## config.mk

```make
export PLATFORM = sky130hd
export DESIGN_NAME = vram_arbiter_flat
export DESIGN_NICKNAME = d
export VERILOG_FILES = /design/src/rtl/vram_pkg.sv /design/src/rtl/vram_arbiter_if.sv /design/src/rtl/vram_fill_seq.sv /design/src/rtl/vram_arbiter.sv /design/src/flat_wrapper.sv
export SDC_FILE = /design/constraint.sdc
export NUM_CORES = 1
export LEC_CHECK = 0
export CAP_MARGIN = 10
export CORE_UTILIZATION = 27
export DETAILED_ROUTE_END_ITERATION = 8
export HOLD_SLACK_MARGIN = 0.06
export PLACE_DENSITY_LB_ADDON = 0.05
export SLEW_MARGIN = 15
export SYNTH_ARGS = -nofsm -noshare
export SYNTH_HDL_FRONTEND = slang
export SYNTH_SLANG_ARGS = --single-unit
```

## constraint.sdc

```tcl
create_clock -name clk -period 2.1 [get_ports clk]
set_input_delay 0.315 -clock clk [delete_from_list [all_inputs] [get_ports clk]]
set_output_delay 0.315 -clock clk [all_outputs]
set_load 0.02 [all_outputs]
```

## src/rtl/vram_pkg.sv

```systemverilog
// Shared constants, grant/fill enums and the fixed-priority grant picker
// for the text-mode VRAM arbiter.
package vram_pkg;

    localparam int ADDR_W = 12;
    localparam int DATA_W = 16;
    localparam int CELLS  = 2400;

    localparam logic [ADDR_W-1:0] LAST_CELL = ADDR_W'(CELLS - 1);

    typedef enum logic [1:0] {
        GNT_NONE,
        GNT_VID,
        GNT_CPU,
        GNT_FILL
    } gnt_e;

    typedef enum logic {
        FILL_IDLE,
        FILL_RUN
    } fill_state_e;

    // Video always wins; the CPU must already be filtered by its outstanding flag.
    function automatic gnt_e pick_grant(input logic vid, input logic cpu, input logic fill);
        if (vid) begin
            return GNT_VID;
        end
        if (cpu) begin
            return GNT_CPU;
        end
        if (fill) begin
            return GNT_FILL;
        end
        return GNT_NONE;
    endfunction

endpackage

```

## src/rtl/vram_arbiter_if.sv

```systemverilog
// Request/response and VRAM-side signals of the arbiter, bundled with
// modports for the arbiter (slave) and its clients plus RAM (master).
interface vram_arbiter_if;
    import vram_pkg::*;

    logic              vid_req;
    logic [ADDR_W-1:0] vid_addr;
    logic [DATA_W-1:0] vid_data;
    logic              vid_valid;

    logic              cpu_req;
    logic              cpu_we;
    logic [ADDR_W-1:0] cpu_addr;
    logic [DATA_W-1:0] cpu_wdata;
    logic              cpu_ack;
    logic [DATA_W-1:0] cpu_rdata;

    logic              fill_start;
    logic [DATA_W-1:0] fill_value;
    logic              fill_busy;

    logic [ADDR_W-1:0] ram_addr;
    logic              ram_we;
    logic [DATA_W-1:0] ram_wdata;
    logic [DATA_W-1:0] ram_rdata;

    modport slave (
        input  vid_req, vid_addr,
        input  cpu_req, cpu_we, cpu_addr, cpu_wdata,
        input  fill_start, fill_value,
        input  ram_rdata,
        output vid_data, vid_valid,
        output cpu_ack, cpu_rdata,
        output fill_busy,
        output ram_addr, ram_we, ram_wdata
    );

    modport master (
        output vid_req, vid_addr,
        output cpu_req, cpu_we, cpu_addr, cpu_wdata,
        output fill_start, fill_value,
        output ram_rdata,
        input  vid_data, vid_valid,
        input  cpu_ack, cpu_rdata,
        input  fill_busy,
        input  ram_addr, ram_we, ram_wdata
    );

endinterface

```

## src/rtl/vram_fill_seq.sv

```systemverilog
// Screen-fill sequencer: walks every cell once, writing the latched value
// whenever the arbiter hands it a slot.
module vram_fill_seq
    import vram_pkg::*;
(
    input  logic              clk,
    input  logic              rst_n,
    input  logic              fill_start,
    input  logic [DATA_W-1:0] fill_value,
    input  logic              fill_gnt,
    output logic              fill_req,
    output logic [ADDR_W-1:0] fill_addr,
    output logic [DATA_W-1:0] fill_data,
    output logic              fill_busy
);

    fill_state_e       state;
    logic [ADDR_W-1:0] cnt;
    logic [DATA_W-1:0] value;
    logic              busy;

    always_ff @(posedge clk) begin
        if (!rst_n) begin
            state <= FILL_IDLE;
            cnt   <= '0;
            busy  <= 1'b0;
        end else begin
            case (state)
                FILL_IDLE: begin
                    if (fill_start) begin
                        value <= fill_value;
                        cnt   <= '0;
                        busy  <= 1'b1;
                        state <= FILL_RUN;
                    end
                end
                FILL_RUN: begin
                    // fill_start is deliberately ignored here.
                    if (fill_gnt) begin
                        if (cnt == LAST_CELL) begin
                            cnt   <= '0;
                            busy  <= 1'b0;
                            state <= FILL_IDLE;
                        end else begin
                            cnt <= cnt + 1'b1;
                        end
                    end
                end
                default: begin
                    busy  <= 1'b0;
                    state <= FILL_IDLE;
                end
            endcase
        end
    end

    assign fill_req  = busy;
    assign fill_busy = busy;
    assign fill_addr = cnt;
    assign fill_data = value;

endmodule

```

## src/rtl/vram_arbiter.sv

```systemverilog
// Single-port VRAM arbiter: video scanout > CPU > screen fill, with a
// fixed two-cycle pipeline for video reads and CPU completions.
module vram_arbiter
    import vram_pkg::*;
(
    input  logic         clk,
    input  logic         rst_n,
    vram_arbiter_if.slave bus
);

    gnt_e              gnt;
    logic              fill_req;
    logic              fill_gnt;
    logic              fill_busy;
    logic [ADDR_W-1:0] fill_addr;
    logic [DATA_W-1:0] fill_data;

    logic              cpu_out;
    logic              vid_vld_p0;
    logic              cpu_vld_p0;
    logic              cpu_rd_p0;
    logic              vid_vld_p1;
    logic              cpu_vld_p1;
    logic [DATA_W-1:0] vid_data_p1;
    logic [DATA_W-1:0] cpu_rdata_p1;

    vram_fill_seq u_fill (
        .clk        (clk),
        .rst_n      (rst_n),
        .fill_start (bus.fill_start),
        .fill_value (bus.fill_value),
        .fill_gnt   (fill_gnt),
        .fill_req   (fill_req),
        .fill_addr  (fill_addr),
        .fill_data  (fill_data),
        .fill_busy  (fill_busy)
    );

    // No grant while in reset so a held cpu_req or stale fill cannot touch the RAM.
    always_comb begin
        gnt = GNT_NONE;
        if (rst_n) begin
            gnt = pick_grant(bus.vid_req, bus.cpu_req && !cpu_out, fill_req);
        end
    end

    assign fill_gnt = (gnt == GNT_FILL);

    always_comb begin
        bus.ram_addr  = '0;
        bus.ram_we    = 1'b0;
        bus.ram_wdata = '0;
        case (gnt)
            GNT_VID: begin
                bus.ram_addr = bus.vid_addr;
            end
            GNT_CPU: begin
                bus.ram_addr  = bus.cpu_addr;
                bus.ram_we    = bus.cpu_we;
                bus.ram_wdata = bus.cpu_we ? bus.cpu_wdata : '0;
            end
            GNT_FILL: begin
                bus.ram_addr  = fill_addr;
                bus.ram_we    = 1'b1;
                bus.ram_wdata = fill_data;
            end
            default: begin
                bus.ram_addr = '0;
            end
        endcase
    end

    always_ff @(posedge clk) begin
        if (!rst_n) begin
            vid_vld_p0   <= 1'b0;
            cpu_vld_p0   <= 1'b0;
            cpu_rd_p0    <= 1'b0;
            vid_vld_p1   <= 1'b0;
            cpu_vld_p1   <= 1'b0;
            vid_data_p1  <= '0;
            cpu_rdata_p1 <= '0;
            cpu_out      <= 1'b0;
        end else begin
            // Stage p0: remember what was granted while the RAM reads.
            vid_vld_p0 <= (gnt == GNT_VID);
            cpu_vld_p0 <= (gnt == GNT_CPU);
            cpu_rd_p0  <= (gnt == GNT_CPU) && !bus.cpu_we;

            // Stage p1: capture RAM data and raise the completion pulses.
            vid_vld_p1 <= vid_vld_p0;
            cpu_vld_p1 <= cpu_vld_p0;
            if (vid_vld_p0) begin
                vid_data_p1 <= bus.ram_rdata;
            end
            if (cpu_vld_p0 && cpu_rd_p0) begin
                cpu_rdata_p1 <= bus.ram_rdata;
            end

            // Outstanding spans the ack cycle, where cpu_req may still be high.
            if (gnt == GNT_CPU) begin
                cpu_out <= 1'b1;
            end else if (cpu_vld_p1) begin
                cpu_out <= 1'b0;
            end
        end
    end

    assign bus.vid_data  = vid_data_p1;
    assign bus.vid_valid = vid_vld_p1;
    assign bus.cpu_ack   = cpu_vld_p1;
    assign bus.cpu_rdata = cpu_rdata_p1;
    assign bus.fill_busy = fill_busy;

endmodule

```

## src/flat_wrapper.sv

```systemverilog
// flat-port wrapper written by rule: the top's interface ports become plain ports
module vram_arbiter_flat import vram_pkg::*;
  (clk, rst_n, bus_vid_req, bus_vid_addr, bus_cpu_req, bus_cpu_we, bus_cpu_addr, bus_cpu_wdata, bus_fill_start, bus_fill_value, bus_ram_rdata, bus_vid_data, bus_vid_valid, bus_cpu_ack, bus_cpu_rdata, bus_fill_busy, bus_ram_addr, bus_ram_we, bus_ram_wdata);
  vram_arbiter_if bus_i ();
  input  logic clk;
  input  logic rst_n;
  input wire logic [$bits(bus_i.vid_req)-1:0] bus_vid_req;
  input wire logic [$bits(bus_i.vid_addr)-1:0] bus_vid_addr;
  input wire logic [$bits(bus_i.cpu_req)-1:0] bus_cpu_req;
  input wire logic [$bits(bus_i.cpu_we)-1:0] bus_cpu_we;
  input wire logic [$bits(bus_i.cpu_addr)-1:0] bus_cpu_addr;
  input wire logic [$bits(bus_i.cpu_wdata)-1:0] bus_cpu_wdata;
  input wire logic [$bits(bus_i.fill_start)-1:0] bus_fill_start;
  input wire logic [$bits(bus_i.fill_value)-1:0] bus_fill_value;
  input wire logic [$bits(bus_i.ram_rdata)-1:0] bus_ram_rdata;
  output wire logic [$bits(bus_i.vid_data)-1:0] bus_vid_data;
  output wire logic [$bits(bus_i.vid_valid)-1:0] bus_vid_valid;
  output wire logic [$bits(bus_i.cpu_ack)-1:0] bus_cpu_ack;
  output wire logic [$bits(bus_i.cpu_rdata)-1:0] bus_cpu_rdata;
  output wire logic [$bits(bus_i.fill_busy)-1:0] bus_fill_busy;
  output wire logic [$bits(bus_i.ram_addr)-1:0] bus_ram_addr;
  output wire logic [$bits(bus_i.ram_we)-1:0] bus_ram_we;
  output wire logic [$bits(bus_i.ram_wdata)-1:0] bus_ram_wdata;
  assign bus_i.vid_req = bus_vid_req;
  assign bus_i.vid_addr = bus_vid_addr;
  assign bus_i.cpu_req = bus_cpu_req;
  assign bus_i.cpu_we = bus_cpu_we;
  assign bus_i.cpu_addr = bus_cpu_addr;
  assign bus_i.cpu_wdata = bus_cpu_wdata;
  assign bus_i.fill_start = bus_fill_start;
  assign bus_i.fill_value = bus_fill_value;
  assign bus_i.ram_rdata = bus_ram_rdata;
  assign bus_vid_data = bus_i.vid_data;
  assign bus_vid_valid = bus_i.vid_valid;
  assign bus_cpu_ack = bus_i.cpu_ack;
  assign bus_cpu_rdata = bus_i.cpu_rdata;
  assign bus_fill_busy = bus_i.fill_busy;
  assign bus_ram_addr = bus_i.ram_addr;
  assign bus_ram_we = bus_i.ram_we;
  assign bus_ram_wdata = bus_i.ram_wdata;
  vram_arbiter u_core (.clk(clk), .rst_n(rst_n), .bus(bus_i));
endmodule
```

# Word-level counts from Yosys, hierarchy flattened
# Cells that the tools add are included.
# Widths: inputs -> output; s select.
# totals
ff_bits	68
in_bits	78
out_inout_bits	64
elab_cells	64
# classes
add_sub_neg	1
eq_ne	7
muxes	34
n_bitwise	1
n_reduce_logical	9
# ops
cell	n
$mux 12	3
$pmux 12 s3	1
$pmux 16 s2	1
$pmux 12 s2	1
$mux 1	17
$mux 16	1
$mux 2	7
$add 12x1->12 const B	1
$eq 12x12->1 const B	1
$pmux 1 s2	3
$reduce_and 3->1	2
$eq 2x2->1 const B	2
$ne 2x1->1 const B	2
$logic_and 1x1->1	3
$eq 2x1->1 const B	1
$logic_not 1->1	2
$ne 2x2->1 const B	1
$reduce_and 2->1	1
$reduce_bool 2->1	1
$not 1->1	1

# Depth between registers and ports, before layout
# logic_depth
ltp_word	15
ltp_mapped	6
ltp_nobuf	5

# By module
# From an unflattened synthesis, not the netlist that was laid out.
# hier_totals
hier_cells	302
hier_area_um2	3019.1
# modules_own_cells
module	n_inst	cells_per_inst	area_per_inst_um2	seq_area_each_um2
vram_arbiter	1	188	1776.7	760.7
vram_fill_seq	1	114	1242.4	760.7

# Worst setup path after synthesis
# Ideal clock, no wire load.
# synth_timing
path_kind	register -> output
startpoint	register u_core.cpu_out
endpoint	output port bus_ram_wdata[10]
arrival_time_ps	1427
required_time_ps	1785
slack_ps	358
path_stages_with_launch	7
n_path_buf	2
path_cell_list	dfxtp_1 > nand2b_4 > nor3b_4 > and2_1 > buf_2 > buf_4 > a22o_1
# synth_between
elab_chain_cells	10
# synth_lines
item	line_no	source
from (decl)	vram_arbiter.sv:18	logic cpu_out;
from (signal assigned)	vram_arbiter.sv:82	cpu_out <= 1'b0;
from (signal assigned)	vram_arbiter.sv:101	cpu_out <= 1'b1;
from (signal assigned)	vram_arbiter.sv:103	cpu_out <= 1'b0;
$logic_not 1->1 (*)	vram_arbiter.sv:43	gnt = pick_grant(bus.vid_req, bus.cpu_req && !cpu_out, fill_req);
$logic_and 1x1->1 (*)	vram_arbiter.sv:43	
$mux 2 / $mux 1 (equally long branches)	vram_pkg.sv:28	if (cpu) begin
$mux 2 / $mux 1 (equally long branches)	vram_pkg.sv:31, vram_pkg.sv:28	
$mux 2 / $mux 1 (equally long branches)	vram_pkg.sv:34, vram_arbiter.sv:42	
$mux 2 (*)	vram_pkg.sv:31	if (fill) begin
$mux 2 (*)	vram_pkg.sv:28	
$mux 2 (*)	vram_arbiter.sv:42	if (rst_n) begin
$eq 2x2->1	vram_arbiter.sv:53	case (gnt)
$pmux 16 s2 (*)	vram_arbiter.sv:53	
to (decl)	flat_wrapper.sv:23	output wire logic [$bits(bus_i.ram_wdata)-1:0] bus_ram_wdata;
# Mark *: on every way between the ends. The rest lies on a longest branch, timed or not. The select of a mux whose other input is x is not followed.

# Final worst setup path
# layout_timing
startpoint	register u_core.cpu_out
endpoint	output port bus_ram_addr[4]
# layout_between
elab_chain_cells	10
# layout_lines
item	line_no	source
$logic_not 1->1 (*)	vram_arbiter.sv:43	
$logic_and 1x1->1 (*)	vram_arbiter.sv:43	
$mux 2 / $mux 1 (equally long branches)	vram_pkg.sv:28	
$mux 2 / $mux 1 (equally long branches)	vram_pkg.sv:31, vram_pkg.sv:28	
$mux 2 / $mux 1 (equally long branches)	vram_pkg.sv:34, vram_arbiter.sv:42	
$mux 2 (*)	vram_pkg.sv:31	
$mux 2 (*)	vram_pkg.sv:28	
$mux 2 (*)	vram_arbiter.sv:42	
$eq 2x2->1 / $eq 2x1->1 (equally long branches)	vram_arbiter.sv:53	
$pmux 12 s3 (*)	vram_arbiter.sv:53	
to (decl)	flat_wrapper.sv:21	output wire logic [$bits(bus_i.ram_addr)-1:0] bus_ram_addr;
# Marks and branches as above.

==> results.py <==
metrics = {
    "status": {
        "status": "completed",
    },
    "sta": {
        "hold_viol_final": 0,
        "finClkSkew_ns": 0.00665,
        "max_freq_ghz": 0.498,
        "rsz0062_at_grt": "yes",
        "setup_tns_ns": 0,
        "timing.final.crit_share": 0.956,
        "fin_crit_ns": 2.01,
        "finalSetupViolCount": 0,
        "worstMarginPinSlew_ns": 0.651,
        "maxSlewHeadroom": 0.566,
        "maxSlewViolCount": 0,
    },
    "floorplanning": {
        "start_util": 0.282,
        "rows": 37,
        "die_y_um": 106,
        "dieArea_sq_um": 11300,
        "die_w_um": 106,
        "coreArea_sq_um": 10400,
        "ios": 142,
    },
    "synthesis": {
        "synth.area.mux_share": 0.0546,
        "yosysMostFrequentCell": "dfxtp_1",
        "synth_area_sq_um": 2930,
        "synthSimpleGateAreaFrac": 0.195,
        "yosys.area.top_type": "dfxtp_1",
        "synth_ff_type": "dfxtp_1",
        "synthArstFlopShare": 0,
        "synth.top_cells.by_count": "dfxtp_1 (52), nand2_1 (41), nor2b_1 (19)",
        "syn_nets": 368,
        "synth_edf_count": 16,
        "synth-seq-cells": 68,
        "synth_xor_xnor_area_share": 0.00299,
        "yosysWarnings": 0,
        "yosys.cell_types.count": 43,
        "synth_area_leaders": "dfxtp_1 (35%), edfxtp_1 (16%), mux2i_1 (5.5%)",
        "synth-compound-area-share": 0.178,
        "netlist.area_leader.share": 0.355,
        "synthCells": 289,
        "synth_top_family_by_area": "simple AND/OR/NAND/NOR gates",
        "synth_fa_ha_area_frac": 0.00427,
        "synth_seq_area_share": 0.519,
        "synth_area_per_cell_sq_um": 10.1,
    },
    "power": {
        "p_per_area_nw_per_um2": 660,
        "power_leakage_nw": 1.82,
        "ir_drop_mv": 0.516,
        "total_power_mw": 3.13,
    },
    "clocking": {
        "clk_path_buf_depth": 2,
        "tritoncts": "yes",
        "clk_pin_slew_ns": 0.08,
        "clockRootBuffer": "clkbuf_8",
        "cts_made_buffers": 9,
        "postCtsSetupRepairBufs": 0,
        "clk_latency_ns": 0.34,
        "cts.sinks": 68,
        "hold_buffers": 0,
        "cts_max_level": 3,
    },
    "worst_setup_path": {
        "crit_required_ns": 1.78,
        "crit_slowest_cell": "dfxtp_2",
        "cp-end-kind": "primary output",
        "reg2reg_from": "u_core.u_fill.fill_addr[0]$_SDFFE_PN0P_",
        "r2r_slack_ns": 0.38,
        "cp_max_fo": 7,
        "reg2reg_depth": 6,
        "max_stage_delay_ns": 0.32,
        "cp-start-kind": "flip-flop",
        "critPathKind": "reg2out",
        "cp.arrival_ns": 1.69,
        "cp_cell_sequence": "nand2b_4, and4b_2, buf_6, a222oi_1, inv_1, buf_6",
        "crit_family": "simple AND/OR/NAND/NOR gates",
        "cp_num_buf_inv": 3,
        "path_common_cell": "buf_6",
        "reg2reg_to": "u_core.u_fill.fill_addr[9]$_SDFFE_PN0P_",
    },
    "place": {
        "io_buffers": 141,
        "gp_congestion": 0.708,
        "post-dp-hpwl_um": 5940,
    },
    "global_routing": {
        "grt_overflow": 0,
        "grt_pass1_vias": 2616,
        "grt_pass1_wl_um": 13100,
        "track_usage": 0.150,
        "grt_max_degree": 29,
        "met1_usage": 0.187,
        "met2_usage": 0.248,
        "grt_use_met3": 0.0503,
        "antenna_found_initial": 0,
        "top_usage_layer": "met2",
    },
    "route": {
        "num_vias": 2726,
        "wl_per_cell_um": 14.3,
        "drt-total-wl_um": 8370,
        "first_pass_iters": 4,
        "viasPerCell": 4.67,
        "drc": 0,
        "antenna_left": 0,
        "drt_iter0_drc": 103,
    },
    "finish": {
        "finalCoreUtilization": 0.455,
        "finalNetCount": 522,
        "multi_input_area_sq_um": 1280,
        "seq_area_sq_um": 1520,
        "drive_gt1_frac": 0.174,
        "syn_to_final_growth_pct": 61.7,
        "n_fill_cell": 1038,
        "insertedDiodeCount": 0,
    },
    "hold_path": {
        "hold_depth": 2,
        "hold_class": "reg2reg",
        "worstHoldStart": "u_core.bus.cpu_rdata[9]$_SDFFE_PN0P_",
        "whs_endpoint": "u_core.bus.cpu_rdata[9]$_SDFFE_PN0P_",
    },
    "job": {
        "cap_violations": 0,
    },
}
==> power by group <==
part | leakage [nW] | switching [mW] | internal, mW
registers | 0.571 | 0.0163 | 1.38
logic | 1.13 | 0.183 | 0.260
clock network | 0.119 | 0.520 | 0.774
total | 1.82 | 0.720 | 2.41
==> worst register-to-register path, delay by kind of cell (launching register included) <==
| kind | cells | cell delay, ns |
|---|---|---|
| and+or+nand+nor | 2 | 0.50 |
| DFF | 1 | 0.41 |
| AOI/OAI and AO/OA | 2 | 0.30 |
| adders and majority gates | 1 | 0.21 |
| buffers and inverters | 1 | 0.19 |
==> cells by family after synthesis <==
logic type,Yosys count
mux,16
fa+ha+maj,1
buf+inv,33
xor+xnor,1
compound gates,67
simple gates,103
flops,68
==> area by class of cell <==
class | instances | area share
flip-flops and latches | 68 | 0.321
repair buffers | 162 | 0.310
clock buffers | 11 | 0.0343
inverters | 14 | 0.0111
multi-input cells | 188 | 0.270
well taps | 136 | 0.0359
clock inverters | 5 | 0.0169
==> placed cells by master (no fill, tap or decap), types with 2 or more instances in the layout <==
cell type | Yosys | final
nor2_1 | 6 | 6
or4_1 | 3 | 3
o31ai_1 | 3 | 3
nand3_1 | 3 | 3
nand2_1 | 41 | 41
clkdlybuf4s50_1 | 0 | 109
nand4_1 | 6 | 6
buf_12 | 0 | 2
nor2b_1 | 19 | 19
edfxtp_1 | 16 | 16
and3_1 | 2 | 2
and2_1 | 6 | 4
a21boi_0 | 17 | 17
buf_4 | 1 | 17
dfxtp_1 | 52 | 51
dlygate4sd2_1 | 0 | 3
bufinv_16 | 0 | 2
inv_1 | 14 | 14
buf_6 | 0 | 5
a22o_1 | 16 | 16
a222oi_1 | 12 | 12
a21oi_1 | 7 | 7
o21ai_0 | 6 | 6
or3_2 | 3 | 3
clkbuf_2 | 0 | 5
mux2i_1 | 16 | 16
buf_2 | 5 | 21
clkbuf_8 | 0 | 10
==> state kept, by name (all words and copies together), names as in the netlist, 12 cells and up <==
register	cells
u_core.u_fill.fill_data	16
u_core.bus.cpu_rdata	16
u_core.bus.vid_data	16
u_core.u_fill.fill_addr	12
==> stage by stage <==
stage	worst slack (ns)	instances	hold slack [ns]	instance area [sq um]
finish	0.0932	584	0.463	4740
global route	-0.0526	584	0.483	4740
CTS	0.00128	584	0.468	4820
detailed placement	-0.520	568	0.455	4620
global placement	-0.476	568	0.450	4620
floorplan	0.358	289	0.387	2930
==> metal layers <==
metal	share of wire	vias up	wire length [um]
met5	0	-	0
met4	0.0050	0	42
met3	0.062	2	515
met2	0.49	85	4060
met1	0.45	1283	3740
li1	-	1356	-
==> how the worst max path moves through the flow <==
| stage | start | to | depth (start not counted) |
|---|---|---|---|
| floorplan | u_core.cpu_out$_SDFFE_PN0P_ | bus_ram_wdata[10] | 6 |
| global placement | bus_vid_req | bus_ram_addr[1] | 5 |
| detailed placement | bus_vid_req | bus_ram_addr[0] | 5 |
| CTS | u_core.cpu_out$_SDFFE_PN0P_ | bus_ram_wdata[0] | 6 |
| global route | u_core.cpu_out$_SDFFE_PN0P_ | bus_ram_addr[11] | 6 |
| finish | u_core.cpu_out$_SDFFE_PN0P_ | bus_ram_addr[4] | 6 |
==> repair_timing <==
item	CTS	global route
pin swaps	1	3
gates resized for setup	101	25
setup endpoints to repair	29	26
Note: power is estimated with default switching activity, not from simulation.
